$ cat src/rtl/coef_loader_if.sv
// Coefficient stream into the loader: 32-bit data, valid/ready, last.
// master = upstream source, slave = coef_loader.
interface coef_loader_if;
  logic [31:0] s_tdata;
  logic        s_tvalid;
  logic        s_tready;
  logic        s_tlast;

  modport master (
    output s_tdata,
    output s_tvalid,
    output s_tlast,
    input  s_tready
  );

  modport slave (
    input  s_tdata,
    input  s_tvalid,
    input  s_tlast,
    output s_tready
  );
endinterface

$ cat src/rtl/coef_loader.sv
// Streams one frame of coefficients into TM banks of 2^AW words each.
// Ports: clk, rst (async high), s (stream slave), coef_write* write bus,
// load_done pulse, sticky load_err, busy.
module coef_loader #(
  parameter int COEFW = 18,
  parameter int AW    = 7,
  parameter int TM    = 2
) (
  input  logic                    clk,
  input  logic                    rst,
  coef_loader_if.slave            s,
  output logic signed [COEFW-1:0] coef_write,
  output logic [AW-1:0]           coef_write_addr,
  output logic [TM-1:0]           coef_write_en,
  output logic                    load_done,
  output logic                    load_err,
  output logic                    busy
);

  localparam int BW    = (TM > 1) ? $clog2(TM) : 1;
  localparam int NCOEF = TM * (2 ** AW);

  localparam logic [AW-1:0] ADDR_MAX = '1;
  localparam logic [BW-1:0] BANK_MAX = BW'(TM - 1);

  typedef enum logic [1:0] {
    IDLE,
    LOAD,
    FLUSH,
    DONE
  } state_t;

  state_t state, state_nx;

  logic [AW-1:0] addr;
  logic [BW-1:0] bank;
  logic          rdy_en;
  logic          ready;
  logic          acc;
  logic          at_end;
  logic          wr;
  logic          err_set;
  logic          err_clr;

  assign acc    = s.s_tvalid && ready;
  assign at_end = (addr == ADDR_MAX) && (bank == BANK_MAX);

  assign s.s_tready = ready;

  always_ff @(posedge clk or posedge rst) begin
    if (rst) state <= IDLE;
    else     state <= state_nx;
  end

  always_comb begin
    state_nx  = state;
    ready     = 1'b0;
    busy      = 1'b0;
    load_done = 1'b0;
    wr        = 1'b0;
    err_set   = 1'b0;
    err_clr   = 1'b0;
    unique case (state)
      IDLE: begin
        // rdy_en holds ready low for the first cycle out of reset
        ready = rdy_en;
        if (acc) begin
          wr      = 1'b1;
          err_clr = 1'b1;
          if (s.s_tlast) begin
            if (NCOEF == 1) state_nx = DONE;
            else            err_set  = 1'b1;
          end else if (NCOEF == 1) begin
            state_nx = FLUSH;
            err_set  = 1'b1;
          end else begin
            state_nx = LOAD;
          end
        end
      end
      LOAD: begin
        ready = 1'b1;
        busy  = 1'b1;
        if (acc) begin
          wr = 1'b1;
          if (at_end) begin
            if (s.s_tlast) begin
              state_nx = DONE;
            end else begin
              state_nx = FLUSH;
              err_set  = 1'b1;
            end
          end else if (s.s_tlast) begin
            state_nx = IDLE;
            err_set  = 1'b1;
          end
        end
      end
      FLUSH: begin
        ready = 1'b1;
        busy  = 1'b1;
        if (acc && s.s_tlast) state_nx = IDLE;
      end
      DONE: begin
        busy      = 1'b1;
        load_done = 1'b1;
        state_nx  = IDLE;
      end
      default: state_nx = IDLE;
    endcase
  end

  always_ff @(posedge clk or posedge rst) begin
    if (rst) begin
      rdy_en          <= 1'b0;
      addr            <= '0;
      bank            <= '0;
      coef_write      <= '0;
      coef_write_addr <= '0;
      coef_write_en   <= '0;
      load_err        <= 1'b0;
    end else begin
      rdy_en        <= 1'b1;
      coef_write_en <= wr ? (TM'(1) << bank) : '0;
      if (wr) begin
        coef_write      <= $signed(s.s_tdata[COEFW-1:0]);
        coef_write_addr <= addr;
      end
      // index only survives while the frame continues in LOAD
      if (state_nx != LOAD) begin
        addr <= '0;
        bank <= '0;
      end else if (wr) begin
        if (addr == ADDR_MAX) begin
          addr <= '0;
          bank <= bank + BW'(1);
        end else begin
          addr <= addr + AW'(1);
        end
      end
      if (err_set)      load_err <= 1'b1;
      else if (err_clr) load_err <= 1'b0;
    end
  end

endmodule

$ cat src/flat_wrapper.sv
// flat-port wrapper written by rule: the top's interface ports become plain ports
module coef_loader_flat 
#(
  parameter int COEFW = 18,
  parameter int AW    = 7,
  parameter int TM    = 2
)
  (clk, rst, coef_write, coef_write_addr, coef_write_en, load_done, load_err, busy, s_s_tdata, s_s_tvalid, s_s_tlast, s_s_tready);
  coef_loader_if s_i ();
  input  logic clk;
  input  logic rst;
  output logic signed [COEFW-1:0] coef_write;
  output logic [AW-1:0] coef_write_addr;
  output logic [TM-1:0] coef_write_en;
  output logic load_done;
  output logic load_err;
  output logic busy;
  input wire logic [$bits(s_i.s_tdata)-1:0] s_s_tdata;
  input wire logic [$bits(s_i.s_tvalid)-1:0] s_s_tvalid;
  input wire logic [$bits(s_i.s_tlast)-1:0] s_s_tlast;
  output wire logic [$bits(s_i.s_tready)-1:0] s_s_tready;
  assign s_i.s_tdata = s_s_tdata;
  assign s_i.s_tvalid = s_s_tvalid;
  assign s_i.s_tlast = s_s_tlast;
  assign s_s_tready = s_i.s_tready;
  coef_loader #(.COEFW(COEFW), .AW(AW), .TM(TM)) u_core (.clk(clk), .rst(rst), .s(s_i), .coef_write(coef_write), .coef_write_addr(coef_write_addr), .coef_write_en(coef_write_en), .load_done(load_done), .load_err(load_err), .busy(busy));
endmodule
$ cat config.mk
export PLATFORM = sky130hd
export DESIGN_NAME = coef_loader_flat
export DESIGN_NICKNAME = d
export VERILOG_FILES = /design/src/rtl/coef_loader_if.sv /design/src/rtl/coef_loader.sv /design/src/flat_wrapper.sv
export SDC_FILE = /design/constraint.sdc
export NUM_CORES = 1
export LEC_CHECK = 0
export CORE_MARGIN = 4
export CORE_UTILIZATION = 55
export DETAILED_ROUTE_END_ITERATION = 10
export DONT_BUFFER_PORTS = 1
export PLACE_DENSITY = 0.76
export SYNTH_ARGS = -nofsm -noshare
export SYNTH_HDL_FRONTEND = slang
export SYNTH_SLANG_ARGS = --single-unit
$ cat constraint.sdc
create_clock -name clk -period 3.8 [get_ports clk]
set_input_delay 0.95 -clock clk [delete_from_list [all_inputs] [get_ports clk]]
set_output_delay 0.95 -clock clk [all_outputs]
set_load 0.01 [all_outputs]
* After elaboration in Yosys (flattened, before gate mapping) *
Cells that the tools add are included.

storage, ports and cells
  register bits = 39
  latch bits = 0
  memory bits (writable) = 0
  memory bits (read-only) = 0
  input bits = 36
  word-level logic and storage cells = 56
  memories kept = 0

operators by class
  add/subtract/negate cells = 2
  $mul = 0
  div/mod/pow operators = 0
  order comparisons = 0
  equality and inequality tests = 5
  shift operators = 1
  muxes and demuxes = 29
  bitwise gates (word level) = 0
  reductions and logical operators = 11

operators with widths
  cell                                                                    count
  7-bit 2-to-1 mux                                                        3
  1-bit 2-to-1 mux                                                        16
  2-bit 2-to-1 mux                                                        7
  2-bit one-hot mux with 4 select lines                                   1
  7-bit by 1-bit adder with 7-bit output (second input constant)          1
  7-bit equality test (second input constant)                             1
  2-bit nonzero test                                                      3
  2-bit equality test (second input constant)                             2
  1-bit one-hot mux with 2 select lines                                   2
  2-bit OR reduction                                                      2
  1-bit logical AND                                                       3
  3-bit OR reduction                                                      1
  2-bit by 1-bit equality test with 1-bit output (second input constant)  1
  2-bit logical NOT                                                       1
  2-bit by 1-bit != test with 1-bit output (second input constant)        1
  2-bit AND reduction                                                     1
  1-bit by 1-bit << shifter with 2-bit output (first input constant)      1
  1-bit adder (second input constant)                                     1

* Longest topological paths before layout *
Gate-level depths: netlist of the first run.

  word-level depth = 10
  mapped depth = 8
  mapped depth without buffers = 7

* Least setup slack after synthesis of the first run *
No wires, ideal clock.

  kind = register to output
  start = reg u_core.state[0]
  end = out s_s_tready
  arrival time = 1.047 ns
  required time = 2.850 ns
  path slack = 1.803 ns
  cell stages (with the launch flop) = 5
  path buffers = 0
  cell sequence = dfrtp_1 -> inv_1 -> ha_1 -> a21oi_2 -> nor2_1

between the ends
  word-level cells in the longest chain between the ends = 3
  elaborated cells between the ends (all ways) = 5
  classes of those cells = eq/ne: 2; mux: 1; reduce/logical: 2

ends and longest elaborated chain
  item                                                                                          line                text
  from (decl)                                                                                   coef_loader.sv:33   state_t state, state_nx;
  from (signal assigned)                                                                        coef_loader.sv:52   else state <= state_nx;
  2-bit by 1-bit equality test with 1-bit output / 2-bit equality test (equally long branches)  coef_loader.sv:63   unique case (state)
  2-bit OR reduction (no source line)                                                           n/a
  1-bit one-hot mux with 2 select lines (*)                                                     coef_loader.sv:63
  to (decl)                                                                                     flat_wrapper.sv:21  output wire logic [$bits(s_i.s_tready)-1:0] s_s_tready;

Mark *: on every way between the ends. The rest lies on a longest branch, timed or not.

* Worst setup path in the final report of the first run *
  start = reg u_core.state[0]
  end = reg u_core.addr[3]

between the ends
  word-level cells in the longest chain between the ends = 9
  elaborated cells between the ends (all ways) = 21
  classes of those cells = eq/ne: 4; mux: 11; reduce/logical: 6

ends and longest elaborated chain
  item                                                                                          line                text
  2-bit by 1-bit equality test with 1-bit output / 2-bit equality test (equally long branches)  coef_loader.sv:63
  2-bit OR reduction (no source line)                                                           n/a
  1-bit one-hot mux with 2 select lines                                                         coef_loader.sv:63
  1-bit logical AND                                                                             coef_loader.sv:45   assign acc = s.s_tvalid && ready;
  1-bit logical AND                                                                             coef_loader.sv:102  if (acc && s.s_tlast) state_nx = IDLE;
  2-bit 2-to-1 mux                                                                              coef_loader.sv:102
  2-bit one-hot mux with 4 select lines                                                         coef_loader.sv:63
  2-bit by 1-bit != test with 1-bit output                                                      coef_loader.sv:130  if (state_nx != LOAD) begin
  7-bit 2-to-1 mux / 2-bit nonzero test (equally long branches)                                 n/a
  to (signal assigned)                                                                          coef_loader.sv:138  addr <= addr + AW'(1);
  to (decl)                                                                                     coef_loader.sv:35   logic [AW-1:0] addr;

Several ways; a longest one is shown, not always the timed one.
A chain may end at the register's enable or synchronous reset.

==> results of run 1 <==
## layout make-up
| class | count | area (µm²) |
|---|---|---|
| Tap cell | 44 | 55.1 |
| Multi-Input combinational cell | 143 | 781 |
| Clock buffer | 6 | 41.3 |
| Timing Repair Buffer | 2 | 15.0 |
| Clock inverter | 2 | 12.5 |
| Inverter | 9 | 33.8 |
| Fill cell | 292 | 1190 |
| Sequential cell | 39 | 976 |
## stage by stage
step | cell area [µm²] | total power, mW | instances | setup slack [ps]
floorplan | 1830 | 0.990 | 198 | 1800
global placement | 1860 | 1.04 | 237 | 1330
detailed placement | 1860 | 1.07 | 237 | 1270
CTS | 1910 | 1.27 | 245 | 1290
global route | 1910 | 1.35 | 245 | 1030
finish | 1910 | 1.25 | 245 | 1290
## power by group
group | switching (mW) | leakage (nW) | internal, mW
clock network | 0.127 | 0.0282 | 0.0714
registers | 0.139 | 0.506 | 0.534
logic | 0.255 | 0.442 | 0.123
total | 0.521 | 0.977 | 0.728
## cell usage after synthesis, types with 2 or more instances
cell type	instances	area [µm²]
nand2_1	83	312
dfrtp_1	39	976
inv_1	8	30.0
nor2_1	7	26.3
nor3_2	7	70.1
ha_1	6	75.1
buf_2	4	20.0
o21ai_0	4	20.0
a21oi_1	3	15.0
nand3_1	3	15.0
xnor2_1	3	26.3
xor2_1	3	26.3
a2bb2oi_1	2	17.5
nor3_1	2	10.0
o22ai_1	2	12.5
or3_1	2	12.5
## path summary, 6_finish.rpt
path                                 start                        end  slack, ps  depth (start not counted)
setup / recovery           u_core.state[0]             u_core.addr[3]       1290                          7
hold / removal                 u_core.bank    u_core.coef_write_en[0]        500                          1
setup reg to reg           u_core.state[0]             u_core.addr[3]       1290                          7
hold reg to reg                u_core.bank    u_core.coef_write_en[0]        500                          1
max in group asynchronous              rst  u_core.coef_write_addr[2]       2850                          2
min in group asynchronous              rst             u_core.addr[5]        610                          2
## cells by family (layout without fill, tap and decap cells)
kind of cell               count (synthesis)  in the layout
buffers and inverters                     16             19
DFF                                       39             39
and+or+nand+nor                          109            109
muxes                                      1              1
AOI/OAI and AO/OA                         20             20
xor gates and xnor gates                   6              6
adders and majority gates                  6              6
other                                      1              1
## registers in the layout (all words and copies together), names as in the netlist
| name | flops |
|---|---|
| u_core.coef_write_en | 2 |
| u_core.rdy_en | 1 |
| u_core.load_err | 1 |
| u_core.state | 2 |
| u_core.coef_write_addr | 7 |
| u_core.addr | 7 |
| u_core.coef_write | 18 |
| u_core.bank | 1 |
## worst max-delay path: stages, from the launching register on
cell and delay (ps):
dfrtp_1 470, inv_1 120, ha_1 270, o21ai_1 220
a21o_1 820, nor2_1 170, o22ai_1 230, nor3_2 70
## routing by layer
| metal | global-route usage | routed length, µm | up-vias |
|---|---|---|---|
| met5 | 0 | 0 | - |
| met4 | 0.0544 | 42 | 0 |
| met3 | 0.0632 | 266 | 7 |
| met2 | 0.293 | 1780 | 47 |
| met1 | 0.207 | 1390 | 618 |
| li1 | - | - | 637 |
==> results_dict.tcl, run 1 <==
set metrics [dict create \
    muxShareOfSynthArea 0.00548 \
    mostFrequentLayoutCells "83 x nand2_1, 39 x dfrtp_1, 8 x inv_1" \
    syn_to_final_growth_pct 4.87 \
    fin_skew_ps 12.2 \
    numCtsBuffers 5 \
    ys_types 36 \
    clk_pin_slew_ps 110 \
    synthAdderAreaFrac 0.0411 \
    end_kind "flip-flop" \
    synth_compound_area_frac 0.0781 \
    routed_wl_um 3480 \
    async_flop_share 1.00 \
    drive_above_1_share 0.109 \
    maxCapViolations 0 \
    route.vias.total 1309 \
    dr.pass1.iters 4 \
    synthXorXnorAreaFrac 0.0288 \
    port-buffer-count 0 \
    synth-seq-cells 39 \
    antenna_left 0 \
    setup_viol_count_final 0 \
    post_drt_via_cell_ratio 5.34 \
    wire_per_inst_um 14.2 \
    cts_htree_levels 2 \
    diodes 0 \
    slew_viol_final 0 \
    placementRows 20 \
    grt_usage 0.174 \
    synth_top_family_by_area "simple AND/OR/NAND/NOR gates" \
    syn_area_um2 1830 \
    synthSimpleGateAreaFrac 0.270 \
    syn-instance-count 198 \
    path_max_fanout 33 \
    finalSetupTns_ps 0 \
    hold_buffers 0 \
    cts_setup_buffers 0 \
    leakagePower_nw 0.977 \
    tightest_slew_ps 1020 \
    crit_path_start_kind "flip-flop" \
    clk_path_buf_depth 2 \
    core_area_um2 3100 \
    cts_tree "built" \
    grt_pass1_wl_um 5780 \
    drc 0 \
    die_w_um 65.6 \
    status "finished clean" \
    die_area_um2 4300 \
    place_hpwl_um 2490 \
    yosysWarnings 0 \
    seq_area_frac_synth 0.535 \
    final_util 0.617 \
    worstSetupPathType "flip-flop to flip-flop" \
    finalCritPeriodShare 0.662 \
    hold_viol 0 \
    synth_edf_count 0 \
    root_buffer "clkbuf_4" \
    timing.hold.ws_ps 501 \
    min_path_type "flip-flop to flip-flop" \
    min_period_ps 2510 \
    relSlewSlack 0.323 \
    die_height_um 65.6 \
    max_freq_mhz 398 \
    gp_congestion 0.749 \
    rsz0062_at_grt "no" \
    power_density_nw_per_um2 652 \
    syn_avg_cell_area_um2 9.22 \
    post_cts_resized 0 \
    cts_sinks 39 \
    grt_max_degree 40 \
    arrival_ps 2710 \
    start_util 0.588 \
    grt.overflow.total 0 \
    crit_required_ps 4000 \
    antenna_found_initial 0 \
    ioPinCount 67 \
    peakVddDrop_mv 0.338 \
    layout_commonest_cell "nand2_1" \
    drt_iter0_markers 46 \
    syn-num-nets 240 \
    grt_pass1_vias 1293 \
    ys.flop_type "dfrtp_1" \
    layout.nets 242 \
    clk_latency_ps 330 \
]
(Power assumes the default switching activity.)
==> inputs of run 2 (changes only) <==
--- a/config.mk
+++ b/config.mk
@@ -9,7 +9,7 @@
 export CORE_UTILIZATION = 55
 export DETAILED_ROUTE_END_ITERATION = 10
 export DONT_BUFFER_PORTS = 1
-export PLACE_DENSITY = 0.76
+export PLACE_DENSITY = 0.79
 export SYNTH_ARGS = -nofsm -noshare
 export SYNTH_HDL_FRONTEND = slang
 export SYNTH_SLANG_ARGS = --single-unit
==> constraint.sdc (replaced) <==
create_clock -name clk -period 2.2 [get_ports clk]
set_input_delay 0.55 -clock clk [delete_from_list [all_inputs] [get_ports clk]]
set_output_delay 0.55 -clock clk [all_outputs]
set_load 0.01 [all_outputs]
==> run 2 against run 1 <==
- clock-buffer cell count rose by 1
- critical path depth down 3
- die area is the same
- sequential share of layout area shrank 0.53 points
- sequential cell count stayed put
- worst hold slack got worse by 300 ps
- clock power grew 70%
- wire length is 3.8% higher
- power rose by 77%
- global-route usage rose by 0.56 points
- non-clock buffer count increased by 3
- cell area increased by 1.2%
==> results_dict.tcl, run 2 (synthesized netlist as in run 1, its figures left out) <==
set metrics [dict create \
    status "finished clean" \
    finalCritPeriodShare 0.948 \
    min_path_type "primary input to asynchronous set/reset pin" \
    cts_sinks 39 \
    layout_commonest_cell "nand2_1" \
    start_util 0.588 \
    fin_ws_ps 115 \
    crit_buf_inv 1 \
    worstSetupPathType "flip-flop to output port" \
    root_buffer "clkbuf_4" \
    cts_setup_buffers 0 \
    highest_layer "met4" \
    wire_per_inst_um 14.6 \
    port-buffer-count 0 \
    maxCapViolations 0 \
    die_height_um 65.6 \
    crit_family "flip-flops" \
    clk_latency_ps 330 \
    dr.pass1.iters 4 \
    route.met3.wl_um 280 \
    drt_iter0_markers 70 \
    setup_viol_count_final 0 \
    fin_skew_ps 7.52 \
    end_kind "output port" \
    place_hpwl_um 2710 \
    final.fill_count 281 \
    path_cells "inv_1 > ha_1 > a21oi_2 > nor2_1" \
    power_density_nw_per_um2 1140 \
    die_w_um 65.6 \
    peakVddDrop_mv 0.556 \
    antenna_found_initial 0 \
    drive_above_1_share 0.127 \
    layout.nets 245 \
    finalNonFillerCells 248 \
    clk_pin_slew_ps 110 \
    drc 0 \
    arrival_ps 1530 \
    cts_htree_levels 2 \
    grt.overflow.total 0 \
    routed_wl_um 3610 \
    dr_wl_met2_um 1790 \
    diodes 0 \
    route.vias.total 1347 \
    slowest_delay_ps 430 \
    mostFrequentLayoutCells "83 x nand2_1, 38 x dfrtp_1, 8 x inv_1" \
    max_freq_mhz 480 \
    slew_viol_final 0 \
    post_drt_via_cell_ratio 5.43 \
    core_area_um2 3100 \
    numCtsBuffers 5 \
    dpl.cell_count 240 \
    drt-met1-wl_um 1500 \
    grt_usage 0.180 \
    ioPinCount 67 \
    min_period_ps 2080 \
    preCtsSetupSlack_ps 155 \
    placementRows 20 \
    crit_path_start_kind "flip-flop" \
    top_register "u_core.coef_write" \
    grt_pass1_wl_um 5850 \
    timing.hold.ws_ps 200 \
    gp_congestion 0.857 \
    hold_buffers 0 \
    die_area_um2 4300 \
    grt_pass1_vias 1392 \
    finalSetupTns_ps 0 \
    clk_path_buf_depth 2 \
    hold_viol 0 \
    cp_slowest_cell "dfrtp_2" \
    reg_top3 "u_core.coef_write (18), u_core.addr (7), u_core.coef_write_addr (7)" \
    path_max_fanout 7 \
    crit_required_ps 1650 \
    cts_tree "built" \
    grt_max_degree 40 \
    syn_to_final_growth_pct 6.10 \
    post_cts_resized 0 \
    leakagePower_nw 0.991 \
    largest_register_ffs 18 \
    antenna_left 0 \
    rsz0062_at_grt "no" \
]
run 2: cell count changes in the layout (fill, tap and decap cells not counted), sizes merged:
cell	before	now
clkinvlp	1	0
clkbuf	6	7
buf	2	5
run 2: worst reg2reg max path, cell delays in order, from the launching register on:
cell and delay [ps]:
dfrtp_2 460, ha_1 270, nand2b_1 260, nor2_2 220
a22oi_1 100, o221a_1 250, buf_4 180, a211oi_2 190
run 2: final cells by class:
class	instances	area, µm²	share of cell area
Clock buffer	7	45.0	0.0233
Sequential cell	39	977	0.505
Tap cell	44	55.1	0.0284
Clock inverter	1	5.00	0.00258
Multi-Input combinational cell	143	783	0.404
Inverter	9	33.8	0.0174
Timing Repair Buffer	5	37.5	0.0194
run 2: routing by layer:
layer	track usage	up-vias
met5	0	-
met4	0.0959	0
met3	0.0496	4
met2	0.312	51
met1	0.198	645
li1	-	647
run 2: where the power goes:
part,internal [mW],switching [mW],total (mW)
logic,0.247,0.448,0.695
registers,0.924,0.249,1.17
clock network,0.125,0.213,0.338
run 2: final timing paths:
check / depth (start not counted) / slack [ps] / start / to
hold reg to reg: 1 / 510 / u_core.bank / u_core.coef_write_en[0]
setup / recovery: 4 / 120 / u_core.state[0] / s_s_tready
max in group asynchronous: 2 / 1640 / rst / u_core.state[0]
setup reg to reg: 7 / 190 / u_core.state[0] / u_core.addr[0]
hold / removal: 2 / 200 / rst / u_core.coef_write[2]
min in group clk: 2 / 310 / s_s_tdata[3] / u_core.coef_write[3]
run 2: through the flow:
stage | util | area (µm²) | total power, mW
final | 0.624 | 1940 | 2.21
after detailed placement | 0.607 | 1880 | 1.89
after floorplan | - | 1830 | 1.71
after global placement | 0.607 | 1880 | 1.83
after global routing | 0.624 | 1940 | 2.37
after CTS | 0.623 | 1930 | 2.23
==> inputs of run 3 (changes only) <==
--- a/config.mk
+++ b/config.mk
@@ -6,10 +6,11 @@
 export NUM_CORES = 1
 export LEC_CHECK = 0
 export CORE_MARGIN = 4
-export CORE_UTILIZATION = 55
+export CORE_UTILIZATION = 56
 export DETAILED_ROUTE_END_ITERATION = 10
 export DONT_BUFFER_PORTS = 1
-export PLACE_DENSITY = 0.79
+export MAX_ROUTING_LAYER = met4
+export PLACE_DENSITY = 0.8
 export SYNTH_ARGS = -nofsm -noshare
 export SYNTH_HDL_FRONTEND = slang
 export SYNTH_SLANG_ARGS = --single-unit
==> run 3 against run 2 <==
- sequential cell count stayed put
- worst setup slack better by 17 ps
- first-iteration DRC count is 27% lower
- non-clock buffer count is 2 higher
- sequential share of layout area is 0.99 points lower
- via count is 0.45% lower
==> results_dict.tcl, run 3 (synthesized netlist as in run 1, its figures left out) <==
set metrics [dict create \
    top_register "u_core.coef_write" \
    finalInstanceArea_um2 1980 \
    reg2reg_from "u_core.state[0]" \
    min_path_type "primary input to asynchronous set/reset pin" \
    layout.nets 247 \
    cts_tree "built" \
    place_area_um2 1900 \
    route.vias.total 1341 \
    gp_congestion 0.845 \
    ioPinCount 67 \
    worstSetupPathType "flip-flop to output port" \
    cts_sinks 39 \
    setup_viol_count_final 0 \
    antenna_left 0 \
    peakVddDrop_mv 0.499 \
    post_drt_via_cell_ratio 5.36 \
    finalCritPeriodShare 0.940 \
    diodes 0 \
    syn_to_final_growth_pct 8.22 \
    largest_register_ffs 18 \
    wire_per_inst_um 14.2 \
    die_area_um2 4240 \
    max_freq_mhz 484 \
    start_util 0.593 \
    mostFrequentLayoutCells "83 x nand2_1, 38 x dfrtp_1, 8 x inv_1" \
    r2r_cells 7 \
    status "finished clean" \
    hold_viol 0 \
    finalSetupTns_ps 0 \
    path_max_fanout 7 \
    drive_above_1_share 0.150 \
    port-buffer-count 0 \
    dr.pass1.iters 4 \
    core_area_um2 3080 \
    end_kind "output port" \
    clk_latency_ps 350 \
    power_density_nw_per_um2 1160 \
    routed_wl_um 3550 \
    drt_iter0_markers 51 \
    clk_pin_slew_ps 120 \
    slew_viol_final 0 \
    maxCapViolations 0 \
    grt_usage 0.193 \
    grt_pass1_wl_um 6080 \
    min_period_ps 2070 \
    cts_htree_levels 2 \
    rrSetupSlack_ps 160 \
    die_w_um 65.1 \
    crit_required_ps 1650 \
    numCtsBuffers 5 \
    final.fill_count 248 \
    layout_commonest_cell "nand2_1" \
    grt_pass1_vias 1348 \
    leakagePower_nw 1.01 \
    r2r-end "u_core.addr[0]" \
    clk_path_buf_depth 2 \
    drc 0 \
    rsz0062_at_grt "no" \
    reg_top3 "u_core.coef_write (18), u_core.addr (7), u_core.coef_write_addr (7)" \
    crit_path_start_kind "flip-flop" \
    place_hpwl_um 2650 \
    root_buffer "clkbuf_4" \
    antenna_found_initial 0 \
    cts_setup_buffers 0 \
    grt_max_degree 24 \
    arrival_ps 1520 \
    grt.overflow.total 0 \
    die_height_um 65.1 \
    placementRows 20 \
    fin_skew_ps 10.9 \
]
-- run 3: cell count changes in the layout (fill, tap and decap cells not counted), sizes merged --
cell	change
buf	+2
clkinv	-1
clkinvlp	+1
-- run 3: how the worst max path moves through the flow --
stage                         start              to  slack, ps  depth (start not counted)
CTS                 u_core.state[0]      s_s_tready         80                          4
floorplan           u_core.state[0]  u_core.addr[0]        390                          7
finish              u_core.state[0]      s_s_tready        130                          4
global route        u_core.state[0]      s_s_tready         30                          4
detailed placement  u_core.state[0]  u_core.addr[0]        110                          7
global placement    u_core.state[0]  u_core.addr[0]        220                          7
-- run 3: through the flow --
| stage | power (mW) | hold WS [ps] | worst slack, ps | cells | utilization |
|---|---|---|---|---|---|
| after floorplan | 1.71 | 459 | 386 | 198 | - |
| after global placement | 1.83 | 476 | 222 | 242 | 0.617 |
| after detailed placement | 1.89 | 487 | 111 | 242 | 0.617 |
| after CTS | 2.31 | 97.4 | 82.8 | 250 | 0.640 |
| after global routing | 2.48 | 111 | 28.0 | 250 | 0.642 |
| final | 2.29 | 106 | 133 | 250 | 0.642 |
-- run 3: per-layer routing --
metal,track usage,vias up,routed length (µm)
met1,0.222,636,1430
met3,0.0581,12,244
met4,0.101,0,96
met2,0.308,43,1780
li1,-,650,-
met5,-,-,0
-- run 3: report_power, final --
part	internal [mW]	leakage [nW]	total [mW]	switching, mW
Clock	0.187	0.0375	0.415	0.228
Combinational	0.257	0.466	0.709	0.452
Sequential	0.924	0.505	1.17	0.243
Total	1.37	1.01	2.29	0.923
-- run 3: worst max-delay path, stage by stage, from the launching register on --
cell	delay, ps
dfrtp_2	440
inv_1	100
ha_1	320
a21oi_2	210
nor2_1	110
-- run 3: area by class of cell --
cell class,count,area (µm²),share of cell area
Multi-Input combinational cell,143,785,0.397
Sequential cell,39,977,0.495
Inverter,9,33.8,0.0171
Tap cell,44,55.1,0.0279
Timing Repair Buffer,7,52.6,0.0266
Clock inverter,1,7.51,0.00380
Clock buffer,7,65.1,0.0329
-- run 3: timing repair --
item                       CTS  global route
hold buffers                 0             0
gates resized for setup      0             3
setup endpoints to repair    0            10
